### config.mk
export PLATFORM = sky130hd
export DESIGN_NAME = reservoir_level_ctrl_flat
export DESIGN_NICKNAME = d
export VERILOG_FILES = /design/src/rtl/reservoir_pkg.sv /design/src/rtl/reservoir_level_ctrl_if.sv /design/src/rtl/sensor_debounce.sv /design/src/rtl/reservoir_level_ctrl.sv /design/src/flat_wrapper.sv
export SDC_FILE = /design/constraint.sdc
export NUM_CORES = 1
export LEC_CHECK = 0
export BUFFER_PORTS_ARGS = -buffer_cell sky130_fd_sc_hd__buf_2
export CAP_MARGIN = 20
export CORE_AREA = 2 2 39 41
export DETAILED_ROUTE_END_ITERATION = 12
export DIE_AREA = 0 0 41 43
export PLACE_DENSITY = 0.65
export SYNTH_ARGS = -nofsm -noshare
export SYNTH_HDL_FRONTEND = slang
export SYNTH_SLANG_ARGS = --single-unit
### constraint.sdc
create_clock -name clk -period 2.17 [get_ports clk]
set_input_delay 0 -clock clk [delete_from_list [all_inputs] [get_ports clk]]
set_output_delay 0 -clock clk [all_outputs]
set_load 0.01 [all_outputs]
### src/rtl/reservoir_pkg.sv
// Shared helpers for the reservoir fill controller: level-width derivation,
// thermometer prefix decode and level-to-valve mapping.
package reservoir_pkg;

  localparam int unsigned MAX_W = 32;

  // Width needed to hold a level in 0..n.
  function automatic int unsigned level_width(input int unsigned n);
    return $clog2(n + 1);
  endfunction

  // Number of consecutive 1s starting from bit 0, over the low n bits.
  function automatic int unsigned therm_prefix_count(input logic [MAX_W-1:0] v,
                                                     input int unsigned n);
    int unsigned cnt;
    logic        run;
    cnt = 0;
    run = 1'b1;
    for (int unsigned i = 0; i < MAX_W; i++) begin
      if (i < n && run && v[i]) cnt = cnt + 1;
      else                      run = 1'b0;
    end
    return cnt;
  endfunction

  // True when the low n bits contain no 1 sitting above a 0.
  function automatic logic is_therm(input logic [MAX_W-1:0] v, input int unsigned n);
    logic seen_zero;
    logic ok;
    seen_zero = 1'b0;
    ok        = 1'b1;
    for (int unsigned i = 0; i < MAX_W; i++) begin
      if (i < n) begin
        if (v[i] && seen_zero) ok = 1'b0;
        if (!v[i])             seen_zero = 1'b1;
      end
    end
    return ok;
  endfunction

  // Valve i stays open while it sits below the n-l unfilled positions.
  function automatic logic [MAX_W-1:0] level_to_fr(input int unsigned l, input int unsigned n);
    logic [MAX_W-1:0] fr;
    fr = '0;
    for (int unsigned i = 0; i < MAX_W; i++) begin
      if (i < n && l <= n && i < n - l) fr[i] = 1'b1;
    end
    return fr;
  endfunction

endpackage

### src/rtl/reservoir_level_ctrl_if.sv
// Sensor/valve bundle between the level controller and its neighbours.
// Fault signals exist only when RESERVOIR_FAULT_DET_EN is defined.
interface reservoir_level_ctrl_if #(
  parameter int unsigned N_LEVELS = 3
);
  import reservoir_pkg::*;

  localparam int unsigned LW = level_width(N_LEVELS);

  logic [N_LEVELS-1:0] s;
  logic [N_LEVELS-1:0] fr;
  logic                dfr;
  logic [LW-1:0]       level;
`ifdef RESERVOIR_FAULT_DET_EN
  logic                fault;
  logic                fault_clr;

  modport master (output s, output fault_clr, input fr, input dfr, input level, input fault);
  modport slave  (input s, input fault_clr, output fr, output dfr, output level, output fault);
`else
  modport master (output s, input fr, input dfr, input level);
  modport slave  (input s, output fr, output dfr, output level);
`endif

endinterface

### src/rtl/sensor_debounce.sv
// Per-vector debouncer: a sensor vector is accepted once it has been seen
// unchanged for DEBOUNCE further edges; commit_c_o is asserted on those edges.
module sensor_debounce #(
  parameter int unsigned N        = 3,
  parameter int unsigned DEBOUNCE = 4
) (
  input  logic         clk,
  input  logic         reset_n,
  input  logic [N-1:0] s_i,
  output logic [N-1:0] stable_o,
  output logic         commit_c_o
);

  localparam int unsigned   CW      = (DEBOUNCE > 1) ? $clog2(DEBOUNCE) : 1;
  localparam logic [CW-1:0] CNT_MAX = CW'(DEBOUNCE - 1);

  logic [N-1:0]  s_q;
  logic [CW-1:0] cnt_q;
  logic [CW-1:0] cnt_d;

  // Restart on any change, otherwise count up and hold at the commit value.
  always_comb begin
    cnt_d = cnt_q;
    if (s_i != s_q)            cnt_d = '0;
    else if (cnt_q != CNT_MAX) cnt_d = cnt_q + CW'(1);
  end

  always_ff @(posedge clk or negedge reset_n) begin
    if (!reset_n) begin
      s_q   <= '0;
      cnt_q <= '0;
    end else begin
      s_q   <= s_i;
      cnt_q <= cnt_d;
    end
  end

  assign stable_o   = s_q;
  assign commit_c_o = (s_i == s_q) && (cnt_q == CNT_MAX);

endmodule

### src/rtl/reservoir_level_ctrl.sv
// Reservoir fill controller: debounced thermometer sensors drive nominal and
// supplemental valves. RESERVOIR_FAULT_DET_EN adds a sticky sensor-fault flag.
module reservoir_level_ctrl
  import reservoir_pkg::*;
#(
  parameter int unsigned N_LEVELS = 3,
  parameter int unsigned DEBOUNCE = 4
) (
  input logic                   clk,
  input logic                   reset_n,
  reservoir_level_ctrl_if.slave bus
);

  localparam int unsigned LW = level_width(N_LEVELS);

  logic [N_LEVELS-1:0] stable;
  logic                commit_c;

  logic [LW-1:0]       level_q, level_d;
  logic                dir_q, dir_d;
  logic [N_LEVELS-1:0] fr_q, fr_d;
  logic                dfr_q, dfr_d;
  logic [LW-1:0]       new_lvl_c;

  sensor_debounce #(
    .N        (N_LEVELS),
    .DEBOUNCE (DEBOUNCE)
  ) u_debounce (
    .clk        (clk),
    .reset_n    (reset_n),
    .s_i        (bus.s),
    .stable_o   (stable),
    .commit_c_o (commit_c)
  );

  always_ff @(posedge clk or negedge reset_n) begin
    if (!reset_n) begin
      level_q <= '0;
      dir_q   <= 1'b0;
      fr_q    <= '1;
      dfr_q   <= 1'b1;
    end else begin
      level_q <= level_d;
      dir_q   <= dir_d;
      fr_q    <= fr_d;
      dfr_q   <= dfr_d;
    end
  end

  // Next (level, dir_down); out-of-range levels collapse to the reset state.
  always_comb begin
    level_d   = level_q;
    dir_d     = dir_q;
    new_lvl_c = LW'(therm_prefix_count(MAX_W'(stable), N_LEVELS));
    if (32'(level_q) > N_LEVELS) begin
      level_d = '0;
      dir_d   = 1'b0;
    end else if (commit_c) begin
      if (new_lvl_c < level_q)      dir_d = 1'b1;
      else if (new_lvl_c > level_q) dir_d = 1'b0;
      level_d = new_lvl_c;
    end
  end

  // Valve outputs decoded from the next state so they register alongside it.
  always_comb begin
    fr_d  = N_LEVELS'(level_to_fr(32'(level_d), N_LEVELS));
    dfr_d = (level_d == '0) | (dir_d & (32'(level_d) < N_LEVELS));
  end

  assign bus.fr    = fr_q;
  assign bus.dfr   = dfr_q;
  assign bus.level = level_q;

`ifdef RESERVOIR_FAULT_DET_EN
  logic fault_q, fault_d;

  // A non-thermometer commit sets the flag and overrides a same-cycle clear.
  always_comb begin
    fault_d = fault_q;
    if (bus.fault_clr) fault_d = 1'b0;
    if (commit_c && !is_therm(MAX_W'(stable), N_LEVELS)) fault_d = 1'b1;
  end

  always_ff @(posedge clk or negedge reset_n) begin
    if (!reset_n) fault_q <= 1'b0;
    else          fault_q <= fault_d;
  end

  assign bus.fault = fault_q;
`endif

endmodule

### src/flat_wrapper.sv
// flat-port wrapper written by rule: the top's interface ports become plain ports
module reservoir_level_ctrl_flat import reservoir_pkg::*;
#(
  parameter int unsigned N_LEVELS = 3,
  parameter int unsigned DEBOUNCE = 4
)
  (clk, reset_n, bus_s, bus_fr, bus_dfr, bus_level);
  reservoir_level_ctrl_if #(.N_LEVELS(N_LEVELS)) bus_i ();
  input logic clk;
  input logic reset_n;
  input wire logic [$bits(bus_i.s)-1:0] bus_s;
  output wire logic [$bits(bus_i.fr)-1:0] bus_fr;
  output wire logic [$bits(bus_i.dfr)-1:0] bus_dfr;
  output wire logic [$bits(bus_i.level)-1:0] bus_level;
  assign bus_i.s = bus_s;
  assign bus_fr = bus_i.fr;
  assign bus_dfr = bus_i.dfr;
  assign bus_level = bus_i.level;
  reservoir_level_ctrl #(.N_LEVELS(N_LEVELS), .DEBOUNCE(DEBOUNCE)) u_core (.clk(clk), .reset_n(reset_n), .bus(bus_i));
endmodule
==> out/results.md, run 1 <==
| Result | Reported | Unit |
|---|---|---|
| Outcome | finished clean | - |
| Final Hold Violating Endpoints | 0 | - |
| Number of filler instances in the final layout | 125 | - |
| CTS tree | done | - |
| Hold-fix buffer count after cts | 4 | - |
| Detailed-route DRC error count | 0 | - |
| Final cycle utilization of the critical path | 80.8 | % |
| Final cell area excluding filler cells | 734 | sq um |
| Average instance area after synthesis | 12.4 | sq um |
| Arrival time of the worst setup path | 1.94 | ns |
| Total of flip-flops plus latches after synthesis | 12 | - |
| Post-synthesis instance total | 47 | - |
| 1st-pass router iterations | 3 | - |
| Overall fraction of global-route tracks in use | 15.3 | % |
| Syn-to-layout area delta | 26.5 | % |
| Die area | 1760 | sq um |
| Routed Wire Length | 929 | um |
| Std cell rows | 14 | - |
| Number of antenna violations at the first check in global routing | 0 | - |
| Routability Congestion | 0.757 | - |
| Endpoint kind of the worst setup timing path | flop | - |
| Total internal power | 0.000357 | W |
| Total number of vias | 412 | - |
| Starting utilization of the core area | 42.0 | % |
| Worst min-delay path category | in2async | - |
| Global-route wire length before repair | 1770 | um |
| Part of the Yosys area used for sequential elements | 52.6 | % |
| Post-detail-place hpwl | 713 | um |
| Die Y-Extent | 43 | um |
| Setup fix buffers added after clock tree synthesis | 0 | - |
| Reg-to-Reg Start | u_core.u_debounce.stable_o[1]$_DFF_PN0_ | - |
| Maximum fanout along the worst path | 4 | - |
| Syn. warnings | 0 | - |
| Terminus of the critical flop-to-flop path | u_core.bus.dfr$_DFF_PN1_ | - |
| Final #Nets | 75 | - |
| Number of nets produced by synthesis | 55 | - |
| Max-cap violations | 0 | - |
| RSZ-0062 raised after global routing | no | - |
| Antenna viol nets, final | 0 | - |
| Total grt overflow | 0 | - |
| FF/Latch Area | 305 | sq um |
| Clock input transition at the sequential cells of the worst setup and hold paths | 0.08 | ns |
| Part of the total power dissipated in combinational logic | 10.7 | % |
| Power per cell area | 626 | nW/um^2 |
| Fraction of final layout cells with drive strength greater than 1 | 39.4 | % |
| Top cells by area in the synthesized netlist | sky130_fd_sc_hd__dfrtp_1 (34%), sky130_fd_sc_hd__dfstp_2 (18%), sky130_fd_sc_hd__xnor2_2 (8.4%) | - |
| Number of antenna diodes | 0 | - |
| Net switching fraction of the power | 22.4 | % |
| Remaining max-slew budget at the tightest pin | 80.2 | % |
| Part of the total power dissipated in the clock network | 38.2 | % |
| Number of sinks on the clock net | 12 | - |
| Most common cell after layout, fill and taps aside | sky130_fd_sc_hd__buf_2 | - |
| Setup violation total in the final timing report | 0 | - |
| Element type at the critical path start | flop | - |
| Worst-case clock buffer depth | 2 | - |
| Crit path time final | 1.75 | ns |
| Worst-margin pin slew | 0.294 | ns |
| Cell at the root of the clock tree | sky130_fd_sc_hd__clkbuf_4 | - |
| Placeable core region | 1380 | sq um |
| Worst Path Required | 2.35 | ns |
| Number of global-route vias before repair | 469 | - |
| Count of input and output buffers | 10 | - |
| DRC violation total after the first TritonRoute iteration | 8 | - |
| Area taken by multi-input logic gates | 256 | sq um |
| Maximum vdd ir drop | 0.000358 | V |
| Vias per Instance | 5.02 | - |
| Type of the worst setup path | reg2reg | - |
| Horizontal die dimension | 41 | um |
| Library cells used by synthesis | 21 | - |
| Final setup skew | 0.00178 | ns |
| Routed wire length per instance | 11.3 | um |
| Number of buffers created by CTS | 3 | - |
| Number of pins exceeding their max-slew limit in the final report | 0 | - |
| CTS HTree Levels | 1 | - |
| Largest net degree at the start of global routing | 13 | - |
| Ports | 11 | - |
| Commonest cells after routing, fill and taps aside | sky130_fd_sc_hd__buf_2 (10), sky130_fd_sc_hd__dfrtp_1 (8), sky130_fd_sc_hd__inv_1 (5) | - |
| Reg2reg path depth | 8 | - |
| Biggest area consumer among synthesized cells | sky130_fd_sc_hd__dfrtp_1 | - |
| Net Sw Power | 0.000103 | W |
| Post-Syn Area | 581 | sq um |
| Area after detailed placement | 658 | sq um |
| Proportion of netlist area held by the largest area contributor | 34.5 | % |
| Total Neg Setup Slack | 0 | ns |
| Clock latency of the later-clocked register in the worst-skew pair | 0.27 | ns |
| Post-CTS sizing | 0 | - |
| Worst reg-to-reg setup slack | 0.42 | ns |
| Highest attainable clock frequency | 0.570 | GHz |
| Sequential share of power | 51.1 | % |
| Leakage | 0.339 | nW |
## area by class of cell
cell class                 instances  share of cell area, %
sequential                        12                   41.6
multi-input combinational         30                   34.9
timing repair buffer              15                   13.3
clock buffer                       4                   4.94
tap                               16                   2.73
inverter                           5                   2.56
## logic make-up (layout without fill, tap and decap cells)
| family | count (synthesis) | in the layout | synth area share, % |
|---|---|---|---|
| flops | 12 | 12 | 52.6 |
| compound gates | 11 | 11 | 12.9 |
| simple gates | 10 | 10 | 10.6 |
| buf+inv | 5 | 24 | 3.23 |
| xor+xnor | 4 | 4 | 9.91 |
| fa+ha+maj | 3 | 3 | 6.47 |
| mux | 2 | 2 | 4.31 |
## per-stage QoR
step	utilization [%]	hold WS, ns	setup slack, ns	power [W]	std cells
detailed placement	47.6	-0.114	0.438	0.000284	74
global placement	47.6	-0.113	0.493	0.000283	74
finish	53.1	0.120	0.416	0.000460	82
floorplan	-	-0.296	0.527	0.000267	47
global route	53.1	0.178	0.233	0.000485	82
CTS	53.1	0.123	0.406	0.000467	82
## cells in the mapped netlist, drive strengths merged
master	number
a21boi	1
mux2	1
dfrtp	8
inv	5
and2	1
o22ai	1
mux2i	1
nor3	1
o21ai	3
a21o	1
dfstp	4
xor2	1
nand3	1
ha	3
a221oi	1
nand4	1
o2bb2ai	1
nor2	3
nand2	3
a21oi	3
xnor2	3
## power by group through the flow
stage | Combinational [W] | Clock (W) | Sequential [W]
finish | 0.0000493 | 0.000175 | 0.000235
global route | 0.0000564 | 0.000192 | 0.000236
CTS | 0.0000501 | 0.000181 | 0.000235
detailed placement | 0.0000447 | 0 | 0.000239
global placement | 0.0000434 | 0 | 0.000239
floorplan | 0.0000278 | 0 | 0.000239
## registers in the layout, summed over array words and instances (netlist names)
signal / cells
u_core.bus.dfr: 1
u_core.u_debounce.stable_o: 3
u_core.dir_q: 1
u_core.bus.level: 2
u_core.bus.fr: 3
u_core.u_debounce.cnt_q: 2
## worst max-delay path: stages (launching register included)
cell	delay (ns)
sky130_fd_sc_hd__dfrtp_1	0.40
sky130_fd_sc_hd__inv_1	0.05
sky130_fd_sc_hd__o21ai_0	0.26
sky130_fd_sc_hd__ha_1	0.20
sky130_fd_sc_hd__inv_1	0.04
sky130_fd_sc_hd__a21o_1	0.20
sky130_fd_sc_hd__a21boi_0	0.18
sky130_fd_sc_hd__o2bb2ai_1	0.10
sky130_fd_sc_hd__a221oi_2	0.23
## routing by layer
metal / routed length (um) / track usage (%) / up-vias
met3: 52 / 3.14 / 2
met5: 0 / 0 / -
met4: 8 / 8.00 / 0
li1: - / - / 203
met2: 495 / 25.3 / 10
met1: 373 / 17.4 / 197
## how the worst max path moves through the flow
| stage | start | to | cells after the start | slack (ns) |
|---|---|---|---|---|
| final | u_core.u_debounce.stable_o[1]$_DFF_PN0_ | u_core.bus.dfr$_DFF_PN1_ | 8 | 0.42 |
| after global routing | u_core.u_debounce.stable_o[1]$_DFF_PN0_ | u_core.bus.dfr$_DFF_PN1_ | 8 | 0.23 |
| after floorplan | u_core.u_debounce.stable_o[1]$_DFF_PN0_ | u_core.bus.dfr$_DFF_PN1_ | 8 | 0.53 |
| after CTS | u_core.u_debounce.stable_o[1]$_DFF_PN0_ | u_core.bus.dfr$_DFF_PN1_ | 8 | 0.41 |
| after detailed placement | u_core.u_debounce.stable_o[1]$_DFF_PN0_ | u_core.bus.dfr$_DFF_PN1_ | 8 | 0.44 |
| after global placement | u_core.u_debounce.stable_o[1]$_DFF_PN0_ | u_core.bus.dfr$_DFF_PN1_ | 6 | 0.49 |
No activity file was read; power rests on OpenSTA's default activity.
==> inputs of run 2 (changes only) <==
- ABC_AREA: unset -> 1
- PLACE_DENSITY: 0.65 -> 0.66
- clock period: 2.17 -> 1.8 ns (I/O delays scaled with it)
==> run 2 against run 1 <==
Net effect:
- total power grew 19%
- via count grew 12%
- sequential share of layout area is the same
- largest power group unchanged
- combinational power grew 9.5%
- synthesized area grew 1.3%
- worst hold slack gained 0.0058 ns
- largest cell class unchanged
==> out/results.md, run 2 <==
| Result | Reported | Unit | vs previous |
|---|---|---|---|
| Met1 layer wirelength in the final routing | 457 | um | +23% |
| Net Sw Power | 0.000126 | W | +22% |
| Setup violation total in the final timing report | 0 | - | unchanged |
| Syn. warnings | 0 | - | unchanged |
| Largest net degree at the start of global routing | 13 | - | unchanged |
| Count of input and output buffers | 10 | - | unchanged |
| Horizontal die dimension | 41 | um | unchanged |
| Detail Route met2 WL | 465 | um | -6.1% |
| Most common cell after layout, fill and taps aside | sky130_fd_sc_hd__nand2_1 | - |  |
| Power per cell area | 748 | nW/um^2 | +19% |
| Final cell area excluding filler cells | 734 | sq um | unchanged |
| Post-Syn Area | 588 | sq um | +1.3% |
| Number of enable flip-flop cells after synthesis | 0 | - | unchanged |
| Crit path time final | 1.63 | ns | -0.128 ns |
| Cell count after placement | 92 | - | +24% |
| Biggest area consumer among synthesized cells | sky130_fd_sc_hd__dfrtp_1 | - |  |
| Post-detail-place hpwl | 773 | um | +8.5% |
| Max-cap violations | 0 | - | unchanged |
| Ys async rst share | 100 | % | unchanged |
| Terminus of the critical flop-to-flop path | u_core.bus.dfr$_DFF_PN1_ | - |  |
| Number of buffers created by CTS | 3 | - | unchanged |
| Top cells by area in the synthesized netlist | sky130_fd_sc_hd__dfrtp_1 (34%), sky130_fd_sc_hd__dfstp_2 (18%), sky130_fd_sc_hd__nand2_1 (13%) | - |  |
| Part of the total power dissipated in the clock network | 38.7 | % | +0.5 points |
| Syn-to-layout area delta | 24.9 | % |  |
| Final setup skew | 0.00322 | ns | +0.00145 ns |
| Fraction of final layout cells with drive strength greater than 1 | 31.0 | % | -8.4 points |
| Number of pins exceeding their max-slew limit in the final report | 0 | - | unchanged |
| Final cycle utilization of the critical path | 90.3 | % | +9.5 points |
| DRC violation total after the first TritonRoute iteration | 9 | - | +1 |
| Die area | 1760 | sq um | unchanged |
| Number of nets produced by synthesis | 74 | - | +35% |
| Total grt overflow | 0 | - | unchanged |
| Cell at the root of the clock tree | sky130_fd_sc_hd__clkbuf_4 | - |  |
| Part of the Yosys area used for sequential elements | 51.9 | % | -0.67 points |
| Leakage | 0.405 | nW | +19% |
| Proportion of netlist area held by the largest area contributor | 34.0 | % | -0.44 points |
| Outcome | finished clean | - |  |
| Total internal power | 0.000423 | W | +19% |
| Dominant register cell in the synthesized netlist | sky130_fd_sc_hd__dfrtp_1 | - |  |
| Post-synthesis instance total | 66 | - | +40% |
| Cell with the most instances after synthesis | sky130_fd_sc_hd__nand2_1 | - |  |
| RSZ-0062 raised after global routing | no | - |  |
| Number of antenna diodes | 0 | - | unchanged |
| Number of global-route vias before repair | 464 | - | -1.1% |
| Reg-to-Reg Start | u_core.u_debounce.stable_o[1]$_DFF_PN0_ | - |  |
| Maximum fanout along the worst path | 5 | - | +1 |
| Part of the total power dissipated in combinational logic | 9.8 | % | -0.9 points |
| Average instance area after synthesis | 8.91 | sq um | -28% |
| Final Hold Violating Endpoints | 0 | - | unchanged |
| Highest attainable clock frequency | 0.615 | GHz | +7.9% |
| CTS tree | done | - |  |
| Total of flip-flops plus latches after synthesis | 12 | - | unchanged |
| Routability Congestion | 0.723 | - | -4.4% |
| Crit path to | u_core.bus.dfr$_DFF_PN1_ | - |  |
| Reg2reg path depth | 9 | - | +1 |
| CTS HTree Levels | 1 | - | unchanged |
| Arrival time of the worst setup path | 1.84 | ns | -0.10 ns |
| Endpoint kind of the worst setup timing path | flop | - |  |
| CP Launch Point | u_core.u_debounce.stable_o[1]$_DFF_PN0_ | - |  |
| Worst min-delay path category | in2async | - |  |
| Net switching fraction of the power | 23.0 | % | +0.57 points |
| Remaining max-slew budget at the tightest pin | 82.3 | % | +2.1 points |
| Commonest cells in the netlist | sky130_fd_sc_hd__nand2_1 (20), sky130_fd_sc_hd__inv_1 (13), sky130_fd_sc_hd__dfrtp_1 (8), sky130_fd_sc_hd__dfstp_2 (4) | - |  |
| Library cells used by synthesis | 16 | - | -24% |
| Element type at the critical path start | flop | - |  |
| Global-route wire length before repair | 1790 | um | +0.79% |
| Type of the worst setup path | reg2reg | - |  |
| Clock input transition at the sequential cells of the worst setup and hold paths | 0.07 | ns | about the same |
| Worst reg-to-reg setup slack | 0.17 | ns | -0.24 ns |
| Number of sinks on the clock net | 12 | - | unchanged |
| Worst-case clock buffer depth | 2 | - | unchanged |
| Routed Wire Length | 971 | um | +4.5% |
| Number of antenna violations at the first check in global routing | 0 | - | unchanged |
| Std cell rows | 14 | - | unchanged |
| Detailed-route DRC error count | 0 | - | unchanged |
| Ports | 11 | - | unchanged |
| Area after detailed placement | 658 | sq um | unchanged |
| Vias per Instance | 4.63 | - | -7.8% |
| Routed wire length per instance | 9.71 | um | -14% |
| Overall fraction of global-route tracks in use | 16.0 | % | +0.61 points |
| Commonest cells after routing, fill and taps aside | sky130_fd_sc_hd__nand2_1 (20), sky130_fd_sc_hd__inv_1 (13), sky130_fd_sc_hd__buf_2 (10) | - |  |
| Final #Nets | 93 | - | +24% |
| Cell Count, Final, Fillers Out | 100 | - | +22% |
| Die Y-Extent | 43 | um | unchanged |
| Routed wl met3 | 24 | um | -54% |
| Maximum vdd ir drop | 0.000387 | V | +8.1% |
| Number of filler instances in the final layout | 135 | - | +8.0% |
| Placeable core region | 1380 | sq um | unchanged |
| Total number of vias | 463 | - | +12% |
| Worst Path Required | 2.02 | ns | -0.33 ns |
| Worst-margin pin slew | 0.265 | ns | -0.0290 ns |
| Total Neg Setup Slack | 0 | ns | unchanged |
| Clock latency of the later-clocked register in the worst-skew pair | 0.27 | ns | about the same |
| Setup fix buffers added after clock tree synthesis | 0 | - | unchanged |
| Starting utilization of the core area | 42.5 | % | +0.54 points |
| Sequential share of power | 51.5 | % | +0.4 points |
| Highest routed metal layer | met4 | - |  |
| 1st-pass router iterations | 4 | - | +1 |
| Antenna viol nets, final | 0 | - | unchanged |
-- run 2: cell count changes after synthesis, sizes merged, moves of 2 or more --
cell   delta
nand4     +3
o21ai     -2
xnor2     -3
a21oi     -2
nand2    +20
inv      +10
-- run 2: cell type report --
cell class	count	area, sq um	share of cell area (%)
multi-input combinational	39	226	30.8
timing repair buffer	14	90.1	12.3
sequential	12	305	41.6
tap	16	20.0	2.73
clock buffer	4	36.3	4.94
inverter	15	56.3	7.67
-- run 2: worst max-delay path, stage by stage, from the launching register on --
cell and delay (ns):
sky130_fd_sc_hd__dfrtp_1 0.44, sky130_fd_sc_hd__a21oi_1 0.23, sky130_fd_sc_hd__inv_1 0.07, sky130_fd_sc_hd__ha_1 0.27, sky130_fd_sc_hd__nand2_1 0.05, sky130_fd_sc_hd__o22ai_1 0.15, sky130_fd_sc_hd__inv_1 0.09, sky130_fd_sc_hd__o21ai_4 0.16
sky130_fd_sc_hd__nand2_1 0.07, sky130_fd_sc_hd__nand2_1 0.05
-- run 2: repair_timing --
| item | 4_1_cts | 5_1_grt |
|---|---|---|
| hold endpoints to repair | 15 | 0 |
| hold buffers | 4 | 0 |
| gates resized for setup | 0 | 0 |
-- run 2: logic make-up (layout without fill, tap and decap cells) --
family	count (synthesis)	after routing	synth area share (%)
mux	1	1	1.70
buf+inv	15	33	9.58
simple gates	31	31	24.3
xor+xnor	1	1	1.49
flops	12	12	51.9
fa+ha+maj	3	3	6.38
compound gates	3	3	4.68
-- run 2: per-layer routing --
metal  vias to the layer above  GRT usage (%)
li1                        239              -
met1                       216           19.1
met2                         4           22.8
met3                         4           4.71
met4                         0           12.0
met5                         -              0
-- run 2: how the worst min path moves through the flow --
| stage | start | to | slack, ns |
|---|---|---|---|
| finish | reset_n | u_core.u_debounce.stable_o[2]$_DFF_PN0_ | 0.13 |
| global route | reset_n | u_core.dir_q$_DFF_PN0_ | 0.16 |
| CTS | reset_n | u_core.u_debounce.stable_o[2]$_DFF_PN0_ | 0.13 |
| detailed placement | reset_n | u_core.u_debounce.stable_o[2]$_DFF_PN0_ | -0.11 |
| global placement | reset_n | u_core.u_debounce.stable_o[2]$_DFF_PN0_ | -0.11 |
| floorplan | reset_n | u_core.bus.level[0]$_DFF_PN0_ | -0.30 |
-- run 2: power groups by stage --
stage,logic [W],clock network (W),registers (W)
after floorplan,0.0000291,0,0.000288
after global placement,0.0000459,0,0.000287
after detailed placement,0.0000480,0,0.000288
after CTS,0.0000548,0.000221,0.000283
after global routing,0.0000645,0.000238,0.000284
final,0.0000540,0.000212,0.000283
-- run 2: through the flow --
step | hold WS [ns] | setup slack (ns) | utilization (%) | power (W)
2_1_floorplan | -0.296 | 0.362 | - | 0.000317
3_3_place_gp | -0.113 | 0.261 | 47.6 | 0.000333
3_5_place_dp | -0.110 | 0.193 | 47.6 | 0.000336
4_1_cts | 0.126 | 0.161 | 53.1 | 0.000559
5_1_grt | 0.163 | 0.0257 | 53.1 | 0.000587
6_report | 0.126 | 0.174 | 53.1 | 0.000549
